--- src/rtl/wb_arb2_sgdma_if.sv ---
// One Wishbone point-to-point link: initiator drives request fields, target drives responses.
interface wb_arb2_sgdma_if #(
  parameter int DWIDTH = 32,
  parameter int AWIDTH = 32
);
  localparam int NUMBYTE = DWIDTH / 8;

  logic [AWIDTH-1:0]  adr;
  logic [DWIDTH-1:0]  dat_w;
  logic [DWIDTH-1:0]  dat_r;
  logic               cyc;
  logic               stb;
  logic               we;
  logic [NUMBYTE-1:0] sel;
  logic [2:0]         cti;
  logic               ack;
  logic               err;
  logic               rty;
  logic               eod;

  modport master (
    output adr, dat_w, cyc, stb, sel, cti, we,
    input  dat_r, ack, err, rty, eod
  );

  modport slave (
    input  adr, dat_w, cyc, stb, sel, cti, we,
    output dat_r, ack, err, rty, eod
  );
endinterface

--- src/rtl/wb_arb2_sgdma.sv ---
// Two-master round-robin Wishbone arbiter for the SGDMA read (m0) and write (m1) channels,
// with a response watchdog that turns a silent slave into a master-side err.
module wb_arb2_sgdma #(
  parameter int DWIDTH  = 32,
  parameter int AWIDTH  = 32,
  parameter int TIMEOUT = 256
) (
  input  logic                  clk,
  input  logic                  rst,
  wb_arb2_sgdma_if.slave        m0,
  wb_arb2_sgdma_if.slave        m1,
  wb_arb2_sgdma_if.master       s,
  output logic [1:0]            gnt,
  output logic                  timeout_evt
);
  localparam int NUMBYTE = DWIDTH / 8;
  localparam int WCW     = (TIMEOUT > 0) ? $clog2(TIMEOUT + 1) : 1;
  localparam int WMAX_I  = (TIMEOUT > 0) ? TIMEOUT - 1 : 0;
  localparam logic [WCW-1:0] WMAX = WCW'(WMAX_I);

  // state | meaning
  // IDLE  | no owner; arbitrate among raised cyc lines
  // G0    | m0 owns the slave until m0.cyc drops
  // G1    | m1 owns the slave until m1.cyc drops
  typedef enum logic [1:0] {IDLE = 2'd0, G0 = 2'd1, G1 = 2'd2} state_t;

  state_t              state, state_nxt;
  logic                rr_m1;
  logic [WCW-1:0]      wcnt, wcnt_nxt;
  logic                gstb, resp, wd_fire;
  logic [AWIDTH-1:0]   adr_mux;
  logic [NUMBYTE-1:0]  sel_mux;

  assign s.adr       = adr_mux;
  assign s.sel       = sel_mux;
  assign timeout_evt = wd_fire;

  always_comb begin
    resp = s.ack | s.err | s.rty;
    gstb = 1'b0;
    if (state == G0)      gstb = m0.cyc & m0.stb;
    else if (state == G1) gstb = m1.cyc & m1.stb;
    wd_fire = (TIMEOUT > 0) && gstb && !resp && (wcnt == WMAX);
  end

  always_comb begin
    wcnt_nxt = '0;
    if ((TIMEOUT > 0) && gstb && !resp && !wd_fire)
      wcnt_nxt = (wcnt == WMAX) ? wcnt : wcnt + 1'b1;
  end

  always_comb begin
    state_nxt = state;
    gnt       = 2'b00;
    adr_mux   = '0;
    sel_mux   = '0;
    s.dat_w   = '0;
    s.cti     = 3'd0;
    s.we      = 1'b0;
    s.cyc     = 1'b0;
    s.stb     = 1'b0;
    m0.dat_r  = '0;
    m0.ack    = 1'b0;
    m0.err    = 1'b0;
    m0.rty    = 1'b0;
    m0.eod    = 1'b0;
    m1.dat_r  = '0;
    m1.ack    = 1'b0;
    m1.err    = 1'b0;
    m1.rty    = 1'b0;
    m1.eod    = 1'b0;
    case (state)
      IDLE: begin
        if (m0.cyc && (!m1.cyc || !rr_m1)) state_nxt = G0;
        else if (m1.cyc)                   state_nxt = G1;
      end
      G0: begin
        gnt      = 2'b01;
        adr_mux  = m0.adr;
        sel_mux  = m0.sel;
        s.dat_w  = m0.dat_w;
        s.cti    = m0.cti;
        s.we     = m0.we;
        s.cyc    = m0.cyc;
        s.stb    = gstb & ~wd_fire;
        m0.dat_r = s.dat_r;
        // Responses are gated by cyc so a late ack after the master gives up is dropped.
        m0.ack   = m0.cyc & s.ack;
        m0.err   = (m0.cyc & s.err) | wd_fire;
        m0.rty   = m0.cyc & s.rty;
        m0.eod   = m0.cyc & s.eod;
        if (!m0.cyc) state_nxt = IDLE;
      end
      G1: begin
        gnt      = 2'b10;
        adr_mux  = m1.adr;
        sel_mux  = m1.sel;
        s.dat_w  = m1.dat_w;
        s.cti    = m1.cti;
        s.we     = m1.we;
        s.cyc    = m1.cyc;
        s.stb    = gstb & ~wd_fire;
        m1.dat_r = s.dat_r;
        m1.ack   = m1.cyc & s.ack;
        m1.err   = (m1.cyc & s.err) | wd_fire;
        m1.rty   = m1.cyc & s.rty;
        m1.eod   = m1.cyc & s.eod;
        if (!m1.cyc) state_nxt = IDLE;
      end
      default: state_nxt = IDLE;
    endcase
  end

  always_ff @(posedge clk or posedge rst) begin
    if (rst) begin
      state <= IDLE;
      rr_m1 <= 1'b0;
      wcnt  <= '0;
    end else begin
      state <= state_nxt;
      wcnt  <= wcnt_nxt;
      // The releasing master loses priority for the next contested arbitration.
      if (state == G0 && !m0.cyc)      rr_m1 <= 1'b1;
      else if (state == G1 && !m1.cyc) rr_m1 <= 1'b0;
    end
  end
endmodule

--- src/flat_wrapper.sv ---
// flat-port wrapper written by rule: the top's interface ports become plain ports
module wb_arb2_sgdma_flat 
#(
  parameter int DWIDTH  = 32,
  parameter int AWIDTH  = 32,
  parameter int TIMEOUT = 256
)
  (clk, rst, gnt, timeout_evt, m0_adr, m0_dat_w, m0_cyc, m0_stb, m0_sel, m0_cti, m0_we, m0_dat_r, m0_ack, m0_err, m0_rty, m0_eod, m1_adr, m1_dat_w, m1_cyc, m1_stb, m1_sel, m1_cti, m1_we, m1_dat_r, m1_ack, m1_err, m1_rty, m1_eod, s_adr, s_dat_w, s_cyc, s_stb, s_sel, s_cti, s_we, s_dat_r, s_ack, s_err, s_rty, s_eod);
  wb_arb2_sgdma_if #(.DWIDTH(DWIDTH), .AWIDTH(AWIDTH)) m0_i ();
  wb_arb2_sgdma_if #(.DWIDTH(DWIDTH), .AWIDTH(AWIDTH)) m1_i ();
  wb_arb2_sgdma_if #(.DWIDTH(DWIDTH), .AWIDTH(AWIDTH)) s_i ();
  input  logic clk;
  input  logic rst;
  output logic [1:0] gnt;
  output logic timeout_evt;
  input wire logic [$bits(m0_i.adr)-1:0] m0_adr;
  input wire logic [$bits(m0_i.dat_w)-1:0] m0_dat_w;
  input wire logic [$bits(m0_i.cyc)-1:0] m0_cyc;
  input wire logic [$bits(m0_i.stb)-1:0] m0_stb;
  input wire logic [$bits(m0_i.sel)-1:0] m0_sel;
  input wire logic [$bits(m0_i.cti)-1:0] m0_cti;
  input wire logic [$bits(m0_i.we)-1:0] m0_we;
  output wire logic [$bits(m0_i.dat_r)-1:0] m0_dat_r;
  output wire logic [$bits(m0_i.ack)-1:0] m0_ack;
  output wire logic [$bits(m0_i.err)-1:0] m0_err;
  output wire logic [$bits(m0_i.rty)-1:0] m0_rty;
  output wire logic [$bits(m0_i.eod)-1:0] m0_eod;
  input wire logic [$bits(m1_i.adr)-1:0] m1_adr;
  input wire logic [$bits(m1_i.dat_w)-1:0] m1_dat_w;
  input wire logic [$bits(m1_i.cyc)-1:0] m1_cyc;
  input wire logic [$bits(m1_i.stb)-1:0] m1_stb;
  input wire logic [$bits(m1_i.sel)-1:0] m1_sel;
  input wire logic [$bits(m1_i.cti)-1:0] m1_cti;
  input wire logic [$bits(m1_i.we)-1:0] m1_we;
  output wire logic [$bits(m1_i.dat_r)-1:0] m1_dat_r;
  output wire logic [$bits(m1_i.ack)-1:0] m1_ack;
  output wire logic [$bits(m1_i.err)-1:0] m1_err;
  output wire logic [$bits(m1_i.rty)-1:0] m1_rty;
  output wire logic [$bits(m1_i.eod)-1:0] m1_eod;
  output wire logic [$bits(s_i.adr)-1:0] s_adr;
  output wire logic [$bits(s_i.dat_w)-1:0] s_dat_w;
  output wire logic [$bits(s_i.cyc)-1:0] s_cyc;
  output wire logic [$bits(s_i.stb)-1:0] s_stb;
  output wire logic [$bits(s_i.sel)-1:0] s_sel;
  output wire logic [$bits(s_i.cti)-1:0] s_cti;
  output wire logic [$bits(s_i.we)-1:0] s_we;
  input wire logic [$bits(s_i.dat_r)-1:0] s_dat_r;
  input wire logic [$bits(s_i.ack)-1:0] s_ack;
  input wire logic [$bits(s_i.err)-1:0] s_err;
  input wire logic [$bits(s_i.rty)-1:0] s_rty;
  input wire logic [$bits(s_i.eod)-1:0] s_eod;
  assign m0_i.adr = m0_adr;
  assign m0_i.dat_w = m0_dat_w;
  assign m0_i.cyc = m0_cyc;
  assign m0_i.stb = m0_stb;
  assign m0_i.sel = m0_sel;
  assign m0_i.cti = m0_cti;
  assign m0_i.we = m0_we;
  assign m0_dat_r = m0_i.dat_r;
  assign m0_ack = m0_i.ack;
  assign m0_err = m0_i.err;
  assign m0_rty = m0_i.rty;
  assign m0_eod = m0_i.eod;
  assign m1_i.adr = m1_adr;
  assign m1_i.dat_w = m1_dat_w;
  assign m1_i.cyc = m1_cyc;
  assign m1_i.stb = m1_stb;
  assign m1_i.sel = m1_sel;
  assign m1_i.cti = m1_cti;
  assign m1_i.we = m1_we;
  assign m1_dat_r = m1_i.dat_r;
  assign m1_ack = m1_i.ack;
  assign m1_err = m1_i.err;
  assign m1_rty = m1_i.rty;
  assign m1_eod = m1_i.eod;
  assign s_adr = s_i.adr;
  assign s_dat_w = s_i.dat_w;
  assign s_cyc = s_i.cyc;
  assign s_stb = s_i.stb;
  assign s_sel = s_i.sel;
  assign s_cti = s_i.cti;
  assign s_we = s_i.we;
  assign s_i.dat_r = s_dat_r;
  assign s_i.ack = s_ack;
  assign s_i.err = s_err;
  assign s_i.rty = s_rty;
  assign s_i.eod = s_eod;
  wb_arb2_sgdma #(.DWIDTH(DWIDTH), .AWIDTH(AWIDTH), .TIMEOUT(TIMEOUT)) u_core (.clk(clk), .rst(rst), .m0(m0_i), .m1(m1_i), .s(s_i), .gnt(gnt), .timeout_evt(timeout_evt));
endmodule
--- config.mk ---
export PLATFORM = sky130hd
export DESIGN_NAME = wb_arb2_sgdma_flat
export DESIGN_NICKNAME = d
export VERILOG_FILES = /design/src/rtl/wb_arb2_sgdma_if.sv /design/src/rtl/wb_arb2_sgdma.sv /design/src/flat_wrapper.sv
export SDC_FILE = /design/constraint.sdc
export NUM_CORES = 1
export LEC_CHECK = 0
export CAP_MARGIN = 20
export CELL_PAD_IN_SITES_DETAIL_PLACEMENT = 1
export CELL_PAD_IN_SITES_GLOBAL_PLACEMENT = 2
export CORE_MARGIN = 5
export CORE_UTILIZATION = 10
export CTS_CLUSTER_DIAMETER = 100
export DETAILED_ROUTE_END_ITERATION = 10
export PLACE_DENSITY = 0.93
export SLEW_MARGIN = 20
export SYNTH_ARGS = -nofsm -noshare
export SYNTH_HDL_FRONTEND = slang
export SYNTH_SLANG_ARGS = --single-unit
--- constraint.sdc ---
create_clock -name clk -period 3.6 [get_ports clk]
set_clock_uncertainty 0.15 [all_clocks]
set_input_delay 0.72 -clock clk [delete_from_list [all_inputs] [get_ports clk]]
set_output_delay 0.72 -clock clk [all_outputs]
set_load 0.005 [all_outputs]
==> metrics.cfg <==
[status]
status=completed

[clocking]
post_cts_buffers=0
cts-htree-levels=1
cts_root_buffer=clkbuf_16
cts.sinks=12
cts_buffers=3
cts_tree=yes
path_clk_slew_ns=0.04
cts_hold_buf=0
clockBufferDepth=2
insertion_delay_ns=0.24
cts_resized=0

[synthesis]
yosysWarnings=0
synth_area_um2=2290
synthCells=322
ys_types=33
synth-seq-cells=12
yosysSeqAreaShare_pct=13.1
synth.largest_area_cell=a22oi_1
synth-edff-count=0
synth-main-ff-cell=dfrtp_1
yosysTopAreaCellShare_pct=23.6
async_flop_share_pct=100
synth_area_leaders=a22oi_1 (24%), nor2b_1 (20%), and2_1 (18%), dfrtp_1 (13%), ha_1 (3.8%)
syn_nets=515
syn_avg_cell_area_um2=7.11

[routing]
ant_nets=0
vias=3651
drt_wl_total_um=15000
wl_per_cell_um=16.3
vias_per_cell=3.96
dr.pass1.iters=4
post-route-drc-count=0
drtIter0Drc=129

[final_layout]
layout-drive-gt1-share_pct=2.67
nets=830
antenna_cells=0
multiInputGateArea_um2=1840
finalNonFillerCells=921
ff_latch_area_um2=300
num-fill-cells=2688
area_growth_pct=165

[hold_path]
hp-class=reg -> reg

[floorplanning]
dieArea_um2=26000
die_w_um=161
die_h_um=161
row_count=55
design.core.area_um2=22600
start_util_pct=10.1
io_pins=335

[sta]
min_period_over_period_pct=90.6
finalHoldViolations=0
rsz0062_at_grt=false
setup_viol=0
finalMaxSlewViolations=0
fmax_ghz=0.307
period_needed_ns=3.26
maxSlewHeadroom_pct=69.5
tightest_slew_ns=0.456
tns_ns=0
layout_setup_ws_ns=0.340

[global_route]
gr-total-overflow=0
antenna_found_initial=0
grt_usage_pct=10.2
grt_max_degree=57
grt_pass1_wl_um=21900
grt_pass1_vias=3878

[pwr]
cellInternalPower_uw=1670
p_per_area_nw_per_um2=445
clkPwrFrac_pct=8.3
swShare_pct=38.3
comb_power_share_pct=85.5
pwr-share-seq_pct=6.2
leakagePower_uw=0.00211
ir_drop_mv=0.277
netSwitchingPower_uw=1030

[placement]
dp.cells=917
io_buffers=334
hpwl_um=12600
post-place-ws_ns=0.381
place_congestion=0.741

[setup_path]
critPathKind=reg -> out
endpoint_kind=output pin
crit_required_ns=2.73
worst_setup_path_start_kind=register
r2r_slack_ns=1.65
arrival_ns=2.39
cp_max_fo=55

[flow_run]
maxCapViolCount=0

## Yosys cell counts (2+ instances only)
cell type / count
nor2b_1: 72
buf_4: 2
a22o_1: 2
and3_1: 7
o21ai_0: 4
xor2_1: 2
ha_1: 7
nor2_1: 6
nand3_1: 2
nor3_1: 2
a21oi_1: 4
or3_1: 3
dfrtp_1: 12
inv_1: 9
clkbuf_1: 14
clkbuf_2: 2
a21boi_1: 2
a22oi_1: 72
buf_2: 14
and2_1: 66
nand2_1: 6
## layer usage
| metal | GRT usage, % | wire (µm) | up-vias |
|---|---|---|---|
| li1 | - | - | 1751 |
| met1 | 11.3 | 5650 | 1708 |
| met2 | 20.3 | 7980 | 186 |
| met3 | 2.76 | 1300 | 6 |
| met4 | 0.737 | 65 | 0 |
| met5 | 0 | 0 | - |
## final cells by class
cell class | instances | area share, %
clock buffer | 4 | 1.46
inverter | 9 | 0.557
multi-input combinational | 269 | 30.3
sequential | 12 | 4.95
tap | 285 | 5.88
timing repair buffer | 342 | 56.9
## logic make-up after synthesis
logic type,synth area share [%]
buffers and inverters,7.92
adder cells (fa/ha/maj),3.82
AND/OR/NAND/NOR,44.7
XOR/XNOR,1.15
flip-flops,13.1
AO/OA/AOI/OAI,29.3
## critical path, stage by stage, from the launching register on
cell             delay, ns
dfrtp_1               0.43
inv_1                 0.19
ha_4                  0.21
buf_12                0.23
and3_1                0.26
o211ai_1              0.15
a21boi_1              0.16
clkdlybuf4s50_1       0.52
## stage by stage
stage / hold slack, ns / total power, µW / util (%) / cell area (µm²)
finish: 0.344 / 2700 / 26.9 / 6070
global route: 0.369 / 2910 / 26.9 / 6070
CTS: 0.352 / 2760 / 26.9 / 6070
detailed placement: 0.344 / 2520 / 26.5 / 5980
global placement: 0.318 / 2490 / 26.5 / 5980
floorplan: 0.301 / 1200 / - / 2290
## state kept, by name, indices dropped and copies added, names as in the netlist
register and flops:
u_core.wcnt 9, u_core.state 2, u_core.rr_m1 1
## cell usage in the layout (no fill, tap or decap), types with 2 or more instances in the layout
cell type,n
nand3_1,2
ha_1,4
nor2b_1,72
dfrtp_1,12
a22oi_1,72
a22o_1,2
buf_4,4
clkbuf_16,3
and3_1,7
a21oi_1,4
and2_1,66
xor2_1,2
or3_1,3
inv_1,9
ha_4,2
a21boi_1,2
nor3_1,2
nor2_1,6
o21ai_0,4
buf_12,4
clkdlybuf4s50_1,334
nand2_1,6
## power by group through the flow
stage	logic, µW	clock network [µW]	registers (µW)
after floorplan	1040	0	162
after global placement	2330	0	167
after detailed placement	2350	0	169
after CTS	2370	231	167
after global routing	2510	236	170
final	2310	225	167
## worst paths after layout
kind	from	end	cells after the start
min in group asynchronous	rst	u_core.wcnt[1]	2
setup / recovery	u_core.state[1]	m0_err	7
max in group asynchronous	rst	u_core.state[1]	2
hold / removal	u_core.wcnt[0]	u_core.wcnt[0]	1
hold reg to reg	u_core.wcnt[0]	u_core.wcnt[0]	1
setup reg to reg	u_core.state[1]	u_core.wcnt[4]	6
Note: power is estimated with default switching activity, not from simulation.
==> variant 1: new RTL, same settings <==
Reset style: synchronous (`rst`), changed in one clocked block.
--- a/src/rtl/wb_arb2_sgdma.sv
+++ b/src/rtl/wb_arb2_sgdma.sv
@@ -113,3 +113,3 @@
 
-  always_ff @(posedge clk or posedge rst) begin
+  always_ff @(posedge clk) begin
     if (rst) begin
Function: differs if rst is asserted again (counterexample within 4 cycles, from zero or initial values and one cycle with rst high); with rst held inactive, the same outputs for 10 cycles.
==> variant 1 against the unedited design <==
- area after synthesis up 0.33%
- maximum frequency fell by 0.50%
- non-clock buffer count fell by 1
- register-to-register slack lost 0.09 ns
- synthesized cell count is 0.31% higher
- sequential cell count is the same
- routed wire length fell by 0.19%
- count of clock-buffer cells in the layout stayed put
- setup slack worse by 0.017 ns
- global-route usage barely moved
- utilization decreased by 0.12 points
- final area down 0.14%
Power is not compared: it rests on default switching activity, and its combinational part moved more than twofold at a synthesized area within 25%.
==> variant 1: results (changes against the unedited design) <==
- Routed vias: 3590 (was 3651)
- Run status: finished, final reports clean (unchanged)
- Number of design-rule violations left by the first detailed-router iteration: 198 (was 129)
- Crit path arrival time: 2.41 ns (was 2.39 ns)
- Root buffer cell: sky130_fd_sc_hd__clkbuf_16 (unchanged)
- WL met3: 1.456 mm (was 1.302 mm)
- Final estimated routing congestion in global placement: 0.7671 (was 0.7409)
- Transition at the pin with the smallest max-transition slack: 0.5715 ns (was 0.4563 ns)
- Pin count of the biggest net entering global routing: 68 (was 57)
- Wire length of the first global-routing pass: 21.69 mm (was 21.91 mm)
- DP Wirelength: 12.33 mm (was 12.61 mm)
- Crit-path max FO: 45 (was 55)
- Yosys cell types: 38 (was 33)
- Endpoint of the worst register-to-register path: u_core.wcnt[4]$_SDFFE_PP0P_ (was u_core.wcnt[4]$_DFFE_PP0P_)
- Total cell area at the placement stage: 0.005972 sq mm (was 0.005981 sq mm)
- Leading register cell type out of synthesis: sky130_fd_sc_hd__dfxtp_1 (was sky130_fd_sc_hd__dfrtp_1)
- Input/output buffers: 334 (unchanged)
- Endpoint of the worst setup timing path: s_dat_w[6] (was m0_err)
- Cells taking the most area after synthesis: sky130_fd_sc_hd__a22oi_1 (24%), sky130_fd_sc_hd__nor2b_1 (20%), sky130_fd_sc_hd__and2_1 (17%) (was sky130_fd_sc_hd__a22oi_1 (24%), sky130_fd_sc_hd__nor2b_1 (20%), sky130_fd_sc_hd__and2_1 (18%))
- Path depth of the worst reg2reg path: 5 (was 6)
- Launch instance of the worst register-to-register path: u_core.state[1]$_SDFFE_PP0P_ (was u_core.state[1]$_DFFE_PP0P_)
- Wirelength per Cell: 16.28 microns (was 16.29 microns)
- Share of synthesized area occupied by flip-flops and latches: 10.45% (was 13.11%)
- Fraction of layout instances using a drive strength above 1: 4.252% (was 2.673%)
- Critical path's largest stage delay: 0.54 ns (was 0.52 ns)
- Depth of the CTS H-tree: 1 (unchanged)
- Most frequent cells after synthesis: sky130_fd_sc_hd__nor2b_1 (74), sky130_fd_sc_hd__a22oi_1 (72), sky130_fd_sc_hd__and2_1 (64), sky130_fd_sc_hd__buf_2 (15), sky130_fd_sc_hd__clkbuf_1 (14) (was sky130_fd_sc_hd__a22oi_1 (72), sky130_fd_sc_hd__nor2b_1 (72), sky130_fd_sc_hd__and2_1 (66), sky130_fd_sc_hd__buf_2 (14), sky130_fd_sc_hd__clkbuf_1 (14))
- Highest signal layer in the routed design: met5 (was met4)
- Met2 WL: 7.804 mm (was 7.982 mm)
- Final worst hold slack: 0.3030 ns (was 0.3436 ns)
- Start point of the worst hold path: u_core.wcnt[0]$_SDFFE_PP0P_ (was u_core.wcnt[0]$_DFFE_PP0P_)
- Fillcell total: 2648 (was 2688)
- Async S/R FF share, synth: 0% (was 100.0%)
- Via count of the first global-routing pass: 3739 (was 3878)
[variant 1: metrics by stage]
stage | setup WS (ns) | cells | utilization (%)
finish | 0.3231 | 920 | 26.77
global route | 0.1732 | 920 | 26.77
CTS | 0.2854 | 920 | 26.77
detailed placement | 0.3110 | 916 | 26.38
global placement | 0.3501 | 916 | 26.38
floorplan | 1.386 | 323 | -
[variant 1: critical path: cells and delay by family (launching register included)]
| family | cells | cell delay (ns) |
|---|---|---|
| DFF | 1 | 0.35 |
| and+or+nand+nor | 1 | 0.12 |
| adders and majority gates | 1 | 0.51 |
| AOI/OAI and AO/OA | 1 | 0.13 |
| buffers and inverters | 3 | 1.01 |
[variant 1: kinds of logic after synthesis]
family / Yosys count / share of synthesized area [%]
flops: 12 / 10.45
fa+ha+maj: 6 / 3.266
buf+inv: 40 / 7.948
compound gates: 92 / 31.36
simple gates: 170 / 45.84
xor+xnor: 3 / 1.143
[variant 1: final cells by class]
class                           instances  area (sq um)  share of cell area (%)
Tap cell                              285         356.6                   5.884
Sequential cell                        12         240.2                   3.964
Clock buffer                            4         88.84                   1.466
Inverter                                7         26.28                  0.4335
Timing Repair Buffer                  341          3446                   56.85
Multi-Input combinational cell        271          1903                   31.40
[variant 1: layer usage]
layer | global-route usage, % | up-vias
met5 | 0 | -
met4 | 1.163 | 4
met3 | 3.036 | 11
met2 | 19.81 | 171
met1 | 11.39 | 1652
li1 | - | 1752
[variant 1: power breakdown]
part,internal [W],total (W),switching (W),leakage [nW]
clock network,0.000168,0.000231,0.0000628,0.0442
logic,0.000575,0.000932,0.000356,1.88
registers,0.000138,0.000142,0.00000463,0.0971
total,0.000881,0.00130,0.000424,2.03
==> variant 2: new RTL, config.mk and constraints unchanged <==
Without the edit above. `DWIDTH` is set to 32 in 3 places; all go to 24.
--- a/src/rtl/wb_arb2_sgdma_if.sv
+++ b/src/rtl/wb_arb2_sgdma_if.sv
@@ -2,3 +2,3 @@
 interface wb_arb2_sgdma_if #(
-  parameter int DWIDTH = 32,
+  parameter int DWIDTH = 24,
   parameter int AWIDTH = 32
--- a/src/rtl/wb_arb2_sgdma.sv
+++ b/src/rtl/wb_arb2_sgdma.sv
@@ -3,3 +3,3 @@
 module wb_arb2_sgdma #(
-  parameter int DWIDTH  = 32,
+  parameter int DWIDTH  = 24,
   parameter int AWIDTH  = 32,
--- a/src/flat_wrapper.sv
+++ b/src/flat_wrapper.sv
@@ -3,3 +3,3 @@
 #(
-  parameter int DWIDTH  = 32,
+  parameter int DWIDTH  = 24,
   parameter int AWIDTH  = 32,
Ports: changed (9 resized); port bits go from 335 to 284. The function was not compared with the original's and may differ.
==> variant 2 against the unedited design <==
- total power shrank 13%
- clock power is 14% lower
- sequential cell count stayed put
- area after synthesis down 11%
- setup slack worse by 0.0023 ns
- via count down 13%
- critical path type unchanged
- combinational power decreased by 13%
- maximum frequency about the same
- count of clock-buffer cells in the layout shrank 1
- non-clock buffer count is 52 lower
- routed wire length fell by 16%
- final area is 13% lower
==> variant 2: results (changes against the unedited design) <==
- Yosys cell types: 34 (was 33)
- Layout Nets: 718 (was 830)
- WL met3: 1.000 mm (was 1.302 mm)
- Wire length of the first global-routing pass: 18.90 mm (was 21.91 mm)
- GRT met3 Usage: 2.601% (was 2.756%)
- Pin count of the biggest net entering global routing: 62 (was 57)
- Wirelength per Cell: 15.35 microns (was 16.29 microns)
- # Taps: 270 (was 285)
- DP Wirelength: 10.42 mm (was 12.61 mm)
- Layout multi-input combinational cell count: 235 (was 269)
- Clock-cell share of area: 1.417% (was 1.464%)
- Most frequent cells after synthesis: sky130_fd_sc_hd__a22oi_1 (63), sky130_fd_sc_hd__nor2b_1 (63), sky130_fd_sc_hd__and2_1 (48), sky130_fd_sc_hd__clkbuf_1 (15) (was sky130_fd_sc_hd__a22oi_1 (72), sky130_fd_sc_hd__nor2b_1 (72), sky130_fd_sc_hd__and2_1 (66), sky130_fd_sc_hd__buf_2 (14), sky130_fd_sc_hd__clkbuf_1 (14))
- Final worst hold slack: 0.3212 ns (was 0.3436 ns)
- Sequential share of cell area: 5.670% (was 4.947%)
- Area used by multi-input combinational logic: 0.001602 sq mm (was 0.001837 sq mm)
- Metal-1 WL: 5.195 mm (was 5.654 mm)
- Detailed-route vias per instance: 3.888 (was 3.964)
- Path depth of the worst reg2reg path: 5 (was 6)
- Endpoint of the worst setup timing path: m1_err (was m0_err)
- Crit-path max FO: 15 (was 55)
- Lkg Pwr: 1.833 nW (was 2.107 nW)
- Fin crit period: 3.263 ns (was 3.260 ns)
- Fraction of layout instances using a drive strength above 1: 4.007% (was 2.673%)
- Syn nets: 450 (was 515)
- Cell with the largest stage delay on the worst path: sky130_fd_sc_hd__clkdlybuf4s50_1 (unchanged)
- Fillcell total: 2398 (was 2688)
- Cts repair resizes: 0 (unchanged)
- Post-synthesis cell count: 283 (was 322)
- Critical Path Start: u_core.state[0]$_DFFE_PP0P_ (was u_core.state[1]$_DFFE_PP0P_)
- Endpoint of the worst register-to-register path: u_core.wcnt[6]$_DFFE_PP0P_ (was u_core.wcnt[4]$_DFFE_PP0P_)
- Global routing usage on met1: 11.85% (was 11.28%)
- Reg-to-reg setup timing slack: 1.55 ns (was 1.65 ns)
- Run status: finished, final reports clean (unchanged)
- Final estimated routing congestion in global placement: 0.7737 (was 0.7409)
- Total cell area at the placement stage: 0.005221 sq mm (was 0.005981 sq mm)
- Root buffer cell: sky130_fd_sc_hd__clkbuf_16 (unchanged)
- Met2 GRT Util: 17.68% (was 20.29%)
- Share of synthesized area occupied by flip-flops and latches: 14.69% (was 13.11%)
- Global-route usage over all layers: 9.694% (was 10.25%)
- Cells taking the most area after synthesis: sky130_fd_sc_hd__a22oi_1 (23%), sky130_fd_sc_hd__nor2b_1 (19%), sky130_fd_sc_hd__and2_1 (15%) (was sky130_fd_sc_hd__a22oi_1 (24%), sky130_fd_sc_hd__nor2b_1 (20%), sky130_fd_sc_hd__and2_1 (18%))
- Slew HR: 69.73% (was 69.55%)
- Final std cells w/o fill: 819 (was 921)
variant 2: changes by cell type after synthesis, moves of 3 or more:
cell,change
sky130_fd_sc_hd__and3_1,-3
sky130_fd_sc_hd__and3_2,+3
sky130_fd_sc_hd__a22oi_1,-9
sky130_fd_sc_hd__nor2b_1,-9
sky130_fd_sc_hd__and2_1,-18
variant 2: kinds of logic after synthesis:
| logic type | count (synthesis) | share of synthesized area, % |
|---|---|---|
| AND/OR/NAND/NOR | 143 | 42.78 |
| AO/OA/AOI/OAI | 82 | 29.62 |
| buffers and inverters | 36 | 7.344 |
| flip-flops | 12 | 14.69 |
| adder cells (fa/ha/maj) | 7 | 4.284 |
| XOR/XNOR | 3 | 1.285 |
variant 2: power breakdown:
group          internal [W]  switching, W  total [W]
Combinational       0.00118      0.000824    0.00200
Sequential         0.000151     0.0000144   0.000165
Clock              0.000144     0.0000499   0.000194
